<file path="config.mk">
export PLATFORM = sky130hd
export DESIGN_NAME = spkr_drv_mc
export DESIGN_NICKNAME = d
export VERILOG_FILES = /design/src/rtl/spkr_pkg.sv /design/src/rtl/pdm_mod.sv /design/src/rtl/spkr_drv_mc.sv
export SDC_FILE = /design/constraint.sdc
export NUM_CORES = 1
export LEC_CHECK = 0
export CAP_MARGIN = 20
export CORE_UTILIZATION = 54
export CTS_CLUSTER_SIZE = 30
export DETAILED_ROUTE_END_ITERATION = 10
export HOLD_SLACK_MARGIN = 0.03
export PLACE_DENSITY = 0.75
export SYNTH_ARGS = -nofsm -noshare
export SYNTH_HDL_FRONTEND = slang
export SYNTH_HIERARCHICAL = 1
export SYNTH_SLANG_ARGS = --single-unit
</file>
<file path="constraint.sdc">
create_clock -name clk -period 2.3 [get_ports clk]
set_clock_uncertainty 0.05 [all_clocks]
set_input_delay 0.46 -clock clk [delete_from_list [all_inputs] [get_ports clk]]
set_output_delay 0.46 -clock clk [all_outputs]
set_load 0.01 [all_outputs]
</file>
<file path="src/rtl/spkr_pkg.sv">
// Shared helpers for the multi-channel PDM speaker driver.
// Helpers work on a fixed 32-bit container, so a sample is at most 32 bits wide.
package spkr_pkg;

    localparam int unsigned MaxDw = 32;

    // Midscale code for a dw-bit duty word: 1 << (dw-1).
    function automatic logic [MaxDw-1:0] mid(input int unsigned dw);
        logic [MaxDw-1:0] one;
        one = {{(MaxDw-1){1'b0}}, 1'b1};
        return one << (dw - 1);
    endfunction

    // Two's complement flips to offset binary by inverting the MSB.
    function automatic logic [MaxDw-1:0] to_offset(input logic [MaxDw-1:0] sample,
                                                   input logic             signed_mode,
                                                   input int unsigned      dw);
        return signed_mode ? (sample ^ mid(dw)) : sample;
    endfunction

endpackage

</file>
<file path="src/rtl/pdm_mod.sv">
// First-order sigma-delta modulator: the accumulator carry is the PDM bit.
// A duty of d produces d ones in every 2^DW cycles.
module pdm_mod #(
    parameter int unsigned DW = 16
) (
    input  logic          clk,
    input  logic          rst_n,
    input  logic [DW-1:0] duty_i,
    output logic          pdm_o
);

    logic [DW-1:0] acc_q, acc_d;
    logic          pdm_q, pdm_d;

    // Accumulator overflow wraps on purpose; the carry out is the output bit.
    always_comb begin
        {pdm_d, acc_d} = {1'b0, acc_q} + {1'b0, duty_i};
    end

    always_ff @(posedge clk or negedge rst_n) begin
        if (!rst_n) begin
            acc_q <= '0;
            pdm_q <= 1'b0;
        end else begin
            acc_q <= acc_d;
            pdm_q <= pdm_d;
        end
    end

    assign pdm_o = pdm_q;

endmodule

</file>
<file path="src/rtl/spkr_drv_mc.sv">
// Multi-channel PDM speaker driver: frame FIFO, sample-tick pop, per-channel duty
// registers and one sigma-delta modulator per channel.
module spkr_drv_mc
    import spkr_pkg::*;
#(
    parameter int unsigned NUM_CH     = 2,
    parameter int unsigned DW         = 16,
    parameter int unsigned FIFO_DEPTH = 4,
    parameter int unsigned SAMPLE_DIV = 1024
) (
    input  logic                          clk,
    input  logic                          rst_n,
    input  logic [NUM_CH*DW-1:0]          in_data_i,
    input  logic                          in_vld_i,
    output logic                          in_rdy_o,
    input  logic                          signed_mode_i,
    input  logic                          mute_i,
    input  logic                          clr_flags_i,
    output logic                          underflow_o,
    output logic [$clog2(FIFO_DEPTH):0]   fifo_cnt_o,
    output logic [NUM_CH-1:0]             pdm_o
);

    localparam int unsigned PtrW   = $clog2(FIFO_DEPTH);
    localparam int unsigned CntW   = PtrW + 1;
    localparam int unsigned TickW  = $clog2(SAMPLE_DIV);
    localparam int unsigned FrameW = NUM_CH * DW;

    localparam logic [DW-1:0]    Mid      = DW'(mid(DW));
    localparam logic [TickW-1:0] TickLast = TickW'(SAMPLE_DIV - 1);
    localparam logic [CntW-1:0]  CntFull  = CntW'(FIFO_DEPTH);

    logic [FrameW-1:0] mem_q [FIFO_DEPTH];
    logic [PtrW-1:0]   wr_ptr_q, wr_ptr_d;
    logic [PtrW-1:0]   rd_ptr_q, rd_ptr_d;
    logic [CntW-1:0]   cnt_q, cnt_d;
    logic [TickW-1:0]  tick_cnt_q, tick_cnt_d;
    logic [FrameW-1:0] duty_q, duty_d;
    logic              underflow_q, underflow_d;

    logic full, empty, tick, push, pop;

    assign full  = (cnt_q == CntFull);
    assign empty = (cnt_q == '0);
    assign tick  = (tick_cnt_q == TickLast);
    // Ready comes from the registered count only, so a same-cycle pop never frees a slot.
    assign push  = in_vld_i & ~full;
    assign pop   = tick & ~empty;

    always_comb begin
        tick_cnt_d = tick ? '0 : tick_cnt_q + 1'b1;
    end

    always_comb begin
        wr_ptr_d = wr_ptr_q;
        rd_ptr_d = rd_ptr_q;
        cnt_d    = cnt_q;
        if (push) begin
            wr_ptr_d = wr_ptr_q + 1'b1;
        end
        if (pop) begin
            rd_ptr_d = rd_ptr_q + 1'b1;
        end
        if (push && !pop) begin
            cnt_d = cnt_q + 1'b1;
        end else if (pop && !push) begin
            cnt_d = cnt_q - 1'b1;
        end
    end

    // On an empty tick the duty registers simply hold, repeating the last sample.
    always_comb begin
        duty_d = duty_q;
        if (pop) begin
            for (int k = 0; k < NUM_CH; k++) begin
                duty_d[k*DW +: DW] = DW'(to_offset(MaxDw'(mem_q[rd_ptr_q][k*DW +: DW]),
                                                   signed_mode_i, DW));
            end
        end
    end

    // A new underflow outranks a clear landing in the same cycle.
    always_comb begin
        underflow_d = underflow_q;
        if (clr_flags_i) begin
            underflow_d = 1'b0;
        end
        if (tick && empty) begin
            underflow_d = 1'b1;
        end
    end

    always_ff @(posedge clk or negedge rst_n) begin
        if (!rst_n) begin
            wr_ptr_q    <= '0;
            rd_ptr_q    <= '0;
            cnt_q       <= '0;
            tick_cnt_q  <= '0;
            duty_q      <= {NUM_CH{Mid}};
            underflow_q <= 1'b0;
        end else begin
            wr_ptr_q    <= wr_ptr_d;
            rd_ptr_q    <= rd_ptr_d;
            cnt_q       <= cnt_d;
            tick_cnt_q  <= tick_cnt_d;
            duty_q      <= duty_d;
            underflow_q <= underflow_d;
        end
    end

    // Storage needs no reset: pointers and count define what is valid.
    always_ff @(posedge clk) begin
        if (push) begin
            mem_q[wr_ptr_q] <= in_data_i;
        end
    end

    for (genvar k = 0; k < NUM_CH; k++) begin : g_ch
        logic [DW-1:0] eff_duty;

        assign eff_duty = mute_i ? Mid : duty_q[k*DW +: DW];

        pdm_mod #(
            .DW (DW)
        ) u_pdm_mod (
            .clk    (clk),
            .rst_n  (rst_n),
            .duty_i (eff_duty),
            .pdm_o  (pdm_o[k])
        );
    end

    assign in_rdy_o    = ~full;
    assign underflow_o = underflow_q;
    assign fifo_cnt_o  = cnt_q;

endmodule

</file>
==> results of run 1 <==
[stage by stage]
stage	instances	hold WS, ns	total power [mW]
floorplan	598	0.114	5.39
global placement	935	0.279	5.91
detailed placement	935	0.282	6.01
CTS	979	0.309	9.81
global route	985	0.321	10.0
finish	985	0.311	9.68
[power by group]
part,total [mW],switching (mW),internal [mW],leakage (nW)
combinational,1.14,0.624,0.516,2.38
sequential,4.78,0.150,4.63,2.30
clock,3.76,1.47,2.28,0.379
[sequential cells by signal, indices dropped and copies added (netlist names)]
register	cells
mem_q	128
duty_q	32
g_ch.u_pdm_mod/acc_q	32
tick_cnt_q	10
fifo_cnt_o	3
g_ch.u_pdm_mod/pdm_o	2
rd_ptr_q	2
wr_ptr_q	2
underflow_o	1
[metal layers]
layer  GRT usage  vias up
met2       0.361      114
met5           0        -
met3      0.0353       30
met1       0.295     2753
li1            -     2596
met4      0.0524        0
[worst max-delay path, cell delays in order, from the launching register on]
cell and delay (ns):
dfrtp_1 0.40, nor2b_4 0.14, ha_2 0.18, fa_2 0.37, a21o_1 0.21, a221oi_4 0.36
o21ai_2 0.13, a21oi_2 0.20, xnor2_1 0.13
[Yosys cell counts, types with 5 or more instances]
master,instances
a211oi_1,5
a21o_1,14
a21oi_1,19
and2_1,8
and3_1,6
buf_2,10
clkbuf_1,7
dfrtp_1,82
edfxtp_1,128
ha_1,38
inv_1,10
mux2_2,5
mux2_4,29
mux4_2,32
nand2_1,15
nand3_1,12
nand4_1,6
nor2_1,14
nor2b_1,32
o211ai_1,6
o21ai_0,11
xnor2_1,20
xor2_1,16
[worst max path at each step]
stage,startpoint,to,cells past startpoint
2_1_floorplan,mute_i,g_ch[0].u_pdm_mod/acc_q[14],9
3_3_place_gp,mute_i,g_ch[0].u_pdm_mod/acc_q[14],10
3_5_place_dp,mute_i,g_ch[1].u_pdm_mod/pdm_o,10
4_1_cts,duty_q[16],g_ch[1].u_pdm_mod/pdm_o,8
5_1_grt,duty_q[16],g_ch[1].u_pdm_mod/acc_q[10],8
6_report,duty_q[16],g_ch[1].u_pdm_mod/acc_q[12],8
[what timing repair did]
item / in CTS / in global routing
pin swaps: 5 / 16
hold buffers: 1 / 0
gates cloned: 0 / 0
resized for setup: 2 / 15
endpoints found under the setup margin: 12 / 12
hold endpoints to repair: 12 / 0
buffers inserted: 2 / 6
[area by class of cell]
cell class                      instances  area (µm²)  share of cell area
Clock buffer                           28         624              0.0525
Clock inverter                         13         160              0.0135
Inverter                               10        37.5             0.00316
Multi-Input combinational cell        351        3500               0.294
Sequential cell                       212        5950               0.501
Tap cell                              225         282              0.0237
Timing Repair Buffer                  146        1330               0.112
[cells by family (layout without fill, tap and decap cells)]
logic type / count (synthesis) / after routing / share of synthesized area
compound gates: 94 / 94 / 0.0730
xor+xnor: 36 / 36 / 0.0330
fa+ha+maj: 41 / 41 / 0.0561
buf+inv: 35 / 197 / 0.0194
flops: 212 / 212 / 0.623
mux: 66 / 66 / 0.127
simple gates: 114 / 114 / 0.0683
==> metrics.txt, run 1 <==
status=finished, final reports clean; IR drop worst, VDD=0.000860 V; Pleak=5.07 nW; critical path required time=approximately 2.7 ns; fin worst setup slack=0.0703 ns; layout cells sized above 1=0.309; most frequent cells in the layout=128 x edfxtp_1, 92 x buf_4, 81 x dfrtp_1; R2R cell count=8; area share of the largest cell type after synthesis=0.403; CTS H-tree depth=1; Die Span Y=between 100 and 150 µm; M1 WL=~8200 µm; mean post-synth cell area=~16 µm²; router iterations before antenna repair=4; fmax=0.448 GHz; Distinct cells, synth=61; largest net degree at the start of global routing=51; final worst-path cycle share=0.969; CTS max path bufs=3; unrepaired setup endpoints after global routing=yes; diode count=0; setup tns final=0 ns; met3 WL=818 µm; post-layout instance area=0.0119 mm²; worst rel slew slack=0.700; Worst-path clk slew=0.06 ns; IO buf count=44; Net Count, Synth=677; layout overhead on the synthesized area=24.5%; DR vias=between 5000 and 6000; worst slack, placed=-0.619 ns; WL final=18500 µm; # DRC=0; critical path class=register to register; final slew viol count=0; Yosys reg bits=212; Final setup viols=0; reg-to-reg setup timing slack=0.07 ns; GPL Wtd Cong=0.857; CTS Root Cell=clkbuf_16; Max-Cap Viols=0; DP Area=between 0.01 and 0.015 mm²; CTS tree=built; met2 routed WL=roughly 9000 µm; yosys warns=6; Min-Delay Path Class=input port to async pin; WP data arrival=about 2.6 ns; Row Count=48; initial drt markers=333; crit path capture type=register; pwr dens=815 mW/mm²; clk sinks=212; initial antenna violation count=0; Layout Nets=823; first-pass GRT wire length=30200 µm; Post-Syn Instances=598; final number of hold-violating endpoints=0; EDFF count, synth=roughly 130; post-layout min period=~2.2 ns; Die W=~130 µm; Core ar.=0.0173 mm²; worst slew pin tran=0.445 ns; vias per cell=between 5 and 6; top post-synthesis cells by area=edfxtp_1 40%, dfrtp_1 21%, mux4_2 7.6%; CP Launch Type=register; Routed Antenna Nets=0; DR WL/cell=around 19 µm; Synth Flop Type=edfxtp_1; die area=0.0182 mm²; ys async rst share=0.396; sequential element share of the synthesized area=0.623; Inserted Clock Buffers=23; insertion delay to the later sink of the worst-skew pair=0.50 ns; gr usage total=0.215; fin util=0.687; worst r2r dst=g_ch[1].u_pdm_mod/acc_q[12]; # IOs=45; GR Overflow Total=0; vias in the first global route=just under 6000; cell type with the largest total area after synthesis=edfxtp_1; post-DP HPWL=12000 µm; top sig layer=met4; Mapped Area=between 0.009 and 0.01 mm²; most common cell after layout, fill and taps aside=edfxtp_1; CP max FO=3; # fillers=1139; initial core utilization=0.552; RR Startpoint=duty_q[16]
Note: power is estimated with default switching activity, not from simulation.
==> run 2, diff against run 1 <==
- ABC_AREA: not set -> 1
- ABC_CLOCK_PERIOD_IN_PS: not set -> 2450
- CORE_UTILIZATION: 54 -> 61
- PLACE_DENSITY: 0.75 -> 0.8
- clock period: 2.3 -> 2.45 ns (I/O delays scaled with it)
==> run 2 against run 1 <==
  * Critical path depth is 5 lower
  * Critical path type is now register to primary output
  * Hold slack better by 0.11 ns
  * Non-clock buffer count is 53 lower
==> metrics.txt, run 2 <==
unrepaired setup endpoints after global routing=no; # fillers=1100 (-3.4%); Routed Antenna Nets=0 (unchanged); Core ar.=0.0159 mm² (-7.8%); worst slew pin tran=0.688 ns (+0.243 ns); critical path required time=1.91 ns (-0.76 ns); cell type with the largest total area after synthesis=edfxtp_1; final worst-path cycle share=0.913; Seq pwr share=0.509 (+0.015); initial drt markers=562 (+69%); GPL Wtd Cong=0.897 (+4.7%); router iterations before antenna repair=5 (+1); internal power=6.62 mW (-11%); layout overhead on the synthesized area=17.1%; status=finished, final reports clean; Clk pwr share=0.365 (-0.023); Sw Ratio=0.246 (+0.0140); mean post-synth cell area=9.44 µm² (-41%); Die W=130 µm (-3.5%); Net Count, Synth=1141 (+69%); Placed Cells=1340 (+43%); CTS H-tree depth=1 (unchanged); Synth Flop Type=edfxtp_1; max FFs per register=128 (unchanged); Yosys reg bits=212 (unchanged); pwr dens=748 mW/mm² (-8.2%); # DRC=0 (unchanged); Mapped Area=0.0100 mm² (+5.0%); vias per cell=5.15 (-7.6%); Worst-path clk slew=0.06 ns (about the same); most common cell in the netlist=nand2_1; insertion delay to the later sink of the worst-skew pair=0.50 ns (about the same); Pleak=5.29 nW (+4.4%); top post-synthesis cells by count=248 x nand2_1, 183 x nor2_1, 128 x edfxtp_1; yosys warns=6 (unchanged); post-layout min period=2.24 ns; Distinct cells, synth=31 (-49%); Largest Register=mem_q; most frequent cells in the layout=247 x nand2_1, 179 x nor2_1, 128 x edfxtp_1; CP max stage cell=clkdlybuf4s50_1; largest net degree at the start of global routing=67 (+31%); top post-synthesis cells by area=edfxtp_1 38%, dfrtp_1 20%, nand2_1 9.3%; DP Area=0.0110 mm² (+0.65%); fin util=0.737 (+0.0497); Final Non-Filler Cells=1381 (+40%); die area=0.0170 mm² (-6.9%); ys async rst share=0.396 (unchanged); sw power=2.16 mW (-3.8%); area share of the largest cell type after synthesis=0.383 (-0.0193); final slew viol count=0 (unchanged); diode count=0 (unchanged); worst-path cell chain=inv_1 -> nand3_1 -> clkdlybuf4s50_1; DR WL/cell=14.4 µm (-23%); Post-CTS Setup Inserts=0 (-2); initial antenna violation count=0 (unchanged); CTS tree=built; Max-Cap Viols=0 (unchanged); post-DP HPWL=13000 µm (+8.5%); CTS Root Cell=clkbuf_16; sequential element share of the synthesized area=0.593 (-0.0299); layout cells sized above 1=0.116 (-0.193); EDFF count, synth=128 (unchanged); initial core utilization=0.629 (+0.0770); WL final=19900 µm (+7.6%); final number of hold-violating endpoints=0 (unchanged); Min-Delay Path Class=register to register; Comb pwr share=0.127 (+0.009); Layout Nets=1229 (+49%); CTS max path bufs=3 (unchanged); fmax=0.447 GHz; WP data arrival=1.70 ns (-0.90 ns); clk sinks=212 (unchanged); gr usage total=0.252 (+0.0374); worst rel slew slack=0.541 (-0.159); Post-Syn Instances=1062 (+78%); Total Power=8.78 mW (-9.3%); crit path capture type=primary output; CP Launch Type=register; first-pass GRT wire length=32800 µm (+8.7%); GR Overflow Total=0 (unchanged); IR drop worst, VDD=0.000667 V (-22%); Die Span Y=130 µm (-3.5%); Seq. cell area=0.00595 mm² (unchanged); DR vias=7113 (+29%); Inserted Clock Buffers=23 (unchanged); Final setup viols=0 (unchanged); critical path class=register to primary output; post-layout instance area=0.0117 mm² (-1.2%); CP max FO=4 (+1); Largest regs=mem_q (128), duty_q (32), g_ch.u_pdm_mod/acc_q (32); vias in the first global route=6870 (+18%); # IOs=45 (unchanged); IO buf count=44 (unchanged); most common cell after layout, fill and taps aside=nand2_1; Row Count=46 (-4.2%); Multi-input gate area=0.00346 mm² (-1.1%); CP peak stage delay=0.55 ns (+0.15 ns)
[run 2: cell count changes in the layout (fill, tap and decap cells not counted), sizes merged, moves of 15 or more]
cell,delta
mux4,-32
mux2,-34
inv,+123
nand3,+19
nand2,+250
buf,-53
a21o,-15
nor2,+173
nor2b,-32
o21ai,+82
[run 2: layer usage]
metal | track usage | wire length, µm | vias up
li1 | - | - | 3576
met1 | 0.343 | 8810 | 3289
met2 | 0.416 | 9400 | 209
met3 | 0.0402 | 1260 | 39
met4 | 0.0876 | 401 | 0
met5 | 0 | 0 | -
[run 2: final timing paths]
path	startpoint	slack, ns	to	cells after the start
max in group asynchronous	rst_n	1.28	duty_q[13]	3
hold / removal	g_ch[1].u_pdm_mod/acc_q[0]	0.42	g_ch[1].u_pdm_mod/acc_q[0]	1
hold reg to reg	g_ch[1].u_pdm_mod/acc_q[0]	0.42	g_ch[1].u_pdm_mod/acc_q[0]	1
min in group asynchronous	rst_n	0.44	tick_cnt_q[6]	2
setup reg to reg	tick_cnt_q[0]	0.22	fifo_cnt_o[2]	12
setup / recovery	fifo_cnt_o[0]	0.21	in_rdy_o	3
[run 2: layout make-up]
class / instances / area share
clock buffer: 30 / 0.0521
multi-input combinational: 687 / 0.294
sequential: 212 / 0.507
inverter: 133 / 0.0425
clock inverter: 10 / 0.00735
timing repair buffer: 93 / 0.0741
tap: 216 / 0.0230
[run 2: worst max-delay path, delay by kind of cell (launching register included)]
kind          cells  cell delay, ns
simple gates      1            0.13
flops             1            0.43
buf+inv           2            0.63
[run 2: kinds of logic (layout without fill, tap and decap cells)]
| kind of cell | count (synthesis) | count (layout) | share of synthesized area |
|---|---|---|---|
| AOI/OAI and AO/OA | 116 | 116 | 0.0585 |
| xor gates and xnor gates | 22 | 22 | 0.0192 |
| adders and majority gates | 41 | 41 | 0.0534 |
| buffers and inverters | 163 | 266 | 0.0636 |
| DFF | 212 | 212 | 0.593 |
| and+or+nand+nor | 508 | 508 | 0.212 |
[run 2: per-stage QoR]
stage	hold slack (ns)	setup slack (ns)	TNS (ns)
after floorplan	0.144	-0.226	-28.97
after global placement	0.403	-0.140	-2.23
after detailed placement	0.410	-0.183	-3.02
after CTS	0.424	0.112	0
after global routing	0.455	0.0496	0
final	0.424	0.213	0
[run 2: power by group through the flow]
stage	combinational [mW]	sequential [mW]	clock (mW)
floorplan	0.573	4.53	0
global placement	1.07	4.51	0
detailed placement	1.11	4.53	0
CTS	1.12	4.47	3.26
global route	1.24	4.50	3.40
finish	1.11	4.47	3.20
[run 2: what timing repair did]
item,4_1_cts,5_1_grt
resized for setup,0,2
hold buffers,1,0
setup endpoints to repair,0,1
hold endpoints to repair,34,0
==> run 3, diff against run 2 <==
- SYNTH_HIERARCHICAL: 1 -> not set
==> run 3 against run 2 <==
  * First-iteration DRC count is 1.1% lower
  * Global-route usage is 1.5 points higher
  * Die area is 0.49% lower
  * Register-to-register slack worse by 0.08 ns
  * Sequential power hardly changed
  * Clock power is 4% higher
  * Count of clock-buffer cells in the layout is 2 higher
  * Combinational power is 5% lower
  * Final cell count is 3.4% lower
  * Largest power group unchanged
  * Final area is 0.42% higher
  * Worst setup slack worse by 0.071 ns
==> metrics.txt, run 3 <==
Layout Nets=1179 (-4.1%); Post-Syn Instances=999 (-5.9%); Die W=130 µm (-0.25%); M1 WL=9170 µm (+4.0%); crit path capture type=register; GPL Wtd Cong=0.859 (-4.3%); mean post-synth cell area=9.99 µm² (+5.8%); Seq pwr share=0.507 (-0.002); DR vias=7066 (-0.66%); Worst-path clk slew=0.06 ns (about the same); most common cell in the netlist=nand2_1; pwr dens=753 mW/mm² (+0.75%); Multi-input gate area=0.00333 mm² (-3.7%); max FFs per register=128 (unchanged); Core ar.=0.0159 mm² (unchanged); CTS H-tree depth=1 (unchanged); largest net degree at the start of global routing=42 (-37%); vias in the first global route=7248 (+5.5%); RR Startpoint=tick_cnt_q[0]; Mapped Area=0.00998 mm² (-0.50%); internal power=6.69 mW (+1.1%); Post-CTS Setup Inserts=0 (unchanged); top post-synthesis cells by count=221 x nand2_1, 136 x inv_1, 128 x edfxtp_1; Routed Antenna Nets=0 (unchanged); # fillers=1076 (-2.2%); Final setup viols=0 (unchanged); GR Overflow Total=0 (unchanged); top sig layer=met4; top post-synthesis cells by area=edfxtp_1 39%, dfrtp_1 21%, nand2_1 8.3%; Distinct cells, synth=33 (+6.5%); # IOs=45 (unchanged); initial antenna violation count=0 (unchanged); met3 WL=1160 µm (-8.4%); yosys warns=0 (-6); post-layout min period=2.31 ns (+0.0713 ns); Net Count, Synth=1078 (-5.5%); hold worst-path end=g_ch[0].u_pdm_mod.acc_q[0]; Row Count=46 (unchanged); Sw Ratio=0.247 (+0.000337); cell type with the largest total area after synthesis=edfxtp_1; Max-Cap Viols=0 (unchanged); post-layout instance area=0.0118 mm² (+0.42%); worst slew pin tran=0.579 ns (-0.109 ns); status=finished, final reports clean; WL final=21100 µm (+6.1%); CTS Hold Bufs=1 (unchanged); Synth Flop Type=edfxtp_1; area share of the largest cell type after synthesis=0.385 (+0.00192); CP Launch Type=register; EDFF count, synth=128 (unchanged); final number of hold-violating endpoints=0 (unchanged); most common cell after layout, fill and taps aside=nand2_1; Pleak=5.29 nW (+0.11%); # DRC=0 (unchanged); CTS max path bufs=3 (unchanged); unrepaired setup endpoints after global routing=no; critical path class=register to register; initial core utilization=0.626 (-0.00314); initial drt markers=556 (-1.1%); Hold Worst Slack=0.432 ns (+0.00822 ns); Yosys reg bits=212 (unchanged); met2 routed WL=10400 µm (+11%); Min-Delay Path Class=register to register; Worst Hold Depth=1 (unchanged); CTS Root Cell=clkbuf_16; final worst-path cycle share=0.942 (+0.0291); layout overhead on the synthesized area=18.2%; Largest Register=mem_q; fin worst setup slack=0.142 ns (-0.0713 ns); critical path required time=2.77 ns (+0.86 ns); WP data arrival=2.63 ns (+0.93 ns); CP max FO=3 (-1); vias per cell=5.30 (+2.8%); worst slack, placed=-0.146 ns (+0.0378 ns); ys async rst share=0.396 (unchanged); layout cells sized above 1=0.138 (+0.0220); worst rel slew slack=0.614 (+0.0727); Die Span Y=130 µm (-0.25%); clk sinks=212 (unchanged); Hold Startpoint=g_ch[0].u_pdm_mod.acc_q[0]; insertion delay to the later sink of the worst-skew pair=0.51 ns (about the same); R2R cell count=8 (-4); post-DP HPWL=13600 µm (+4.4%); DR WL/cell=15.8 µm (+9.8%); die area=0.0169 mm² (-0.49%); sequential element share of the synthesized area=0.596 (+0.00298); reg-to-reg setup timing slack=0.14 ns (-0.08 ns); Largest regs=mem_q (128), duty_q (32), g_ch.u_pdm_mod.acc_q (32); first-pass GRT wire length=34600 µm (+5.6%); Inserted Clock Buffers=23 (unchanged); Seq. cell area=0.00595 mm² (about the same); fin util=0.740 (+0.00306); most frequent cells in the layout=221 x nand2_1, 135 x inv_1, 128 x edfxtp_1; router iterations before antenna repair=4 (-1); sw power=2.19 mW (+1.3%); Post-CTS Resized=0 (unchanged); fmax=0.433 GHz (-3.1%); IO buf count=44 (unchanged); gr usage total=0.267 (+0.0151); Clk pwr share=0.373 (+0.008); Comb pwr share=0.120 (-0.007); worst r2r dst=fifo_cnt_o[1]; final slew viol count=0 (unchanged); IR drop worst, VDD=0.000915 V (+37%); CTS tree=built; DP Area=0.0111 mm² (+0.20%)
run 3: worst max path at each step:
stage | from | endpoint | slack [ns] | depth (start not counted)
after floorplan | fifo_cnt_o[0] | mem_q[0][0] | -0.25 | 4
after global placement | mute_i | g_ch[0].u_pdm_mod.pdm_o | -0.08 | 11
after detailed placement | mute_i | g_ch[1].u_pdm_mod.acc_q[12] | -0.15 | 11
after CTS | tick_cnt_q[0] | fifo_cnt_o[1] | 0.14 | 8
after global routing | tick_cnt_q[0] | fifo_cnt_o[1] | 0.02 | 8
final | tick_cnt_q[0] | fifo_cnt_o[1] | 0.14 | 8
run 3: critical path: stages (launching register included):
cell	delay [ns]
dfrtp_1	0.37
ha_1	0.21
nand2_2	0.09
nor3_1	0.27
nand3_1	0.18
ha_1	0.22
inv_1	0.10
fa_1	0.42
mux2_2	0.28
run 3: area by class of cell:
class | count | area share
Multi-Input combinational cell | 619 | 0.282
Tap cell | 216 | 0.0229
Clock buffer | 32 | 0.0542
Inverter | 137 | 0.0436
Antenna cell | 1 | 0.000212
Clock inverter | 10 | 0.00764
Timing Repair Buffer | 107 | 0.0849
Sequential cell | 212 | 0.504
run 3: stage by stage:
| step | power (mW) | TNS, ns | instances |
|---|---|---|---|
| after CTS | 8.94 | 0 | 1333 |
| final | 8.88 | 0 | 1334 |
| after global placement | 5.56 | -0.745 | 1290 |
| after global routing | 9.22 | 0 | 1333 |
| after detailed placement | 5.61 | -2.09 | 1290 |
| after floorplan | 5.08 | -31.75 | 999 |
run 3: routing by layer:
layer	global-route usage	vias up
met5	0	-
met4	0.0684	0
met3	0.0443	32
met2	0.468	198
met1	0.349	3362
li1	-	3474
run 3: logic make-up (layout without fill, tap and decap cells):
logic type                 after synthesis  in the layout  synth area share
AOI/OAI and AO/OA                      147            147            0.0887
xor gates and xnor gates                24             24            0.0211
adders and majority gates               41             41            0.0537
buffers and inverters                  168            286            0.0711
DFF                                    212            212             0.596
muxes                                    1              1           0.00113
other                                    0              1                 0
and+or+nand+nor                        406            406             0.168
run 3: power groups by stage:
| stage | clock network [mW] | logic [mW] | registers (mW) |
|---|---|---|---|
| 2_1_floorplan | 0 | 0.522 | 4.56 |
| 3_3_place_gp | 0 | 1.02 | 4.55 |
| 3_5_place_dp | 0 | 1.05 | 4.56 |
| 4_1_cts | 3.36 | 1.07 | 4.50 |
| 5_1_grt | 3.51 | 1.17 | 4.54 |
| 6_report | 3.32 | 1.06 | 4.50 |
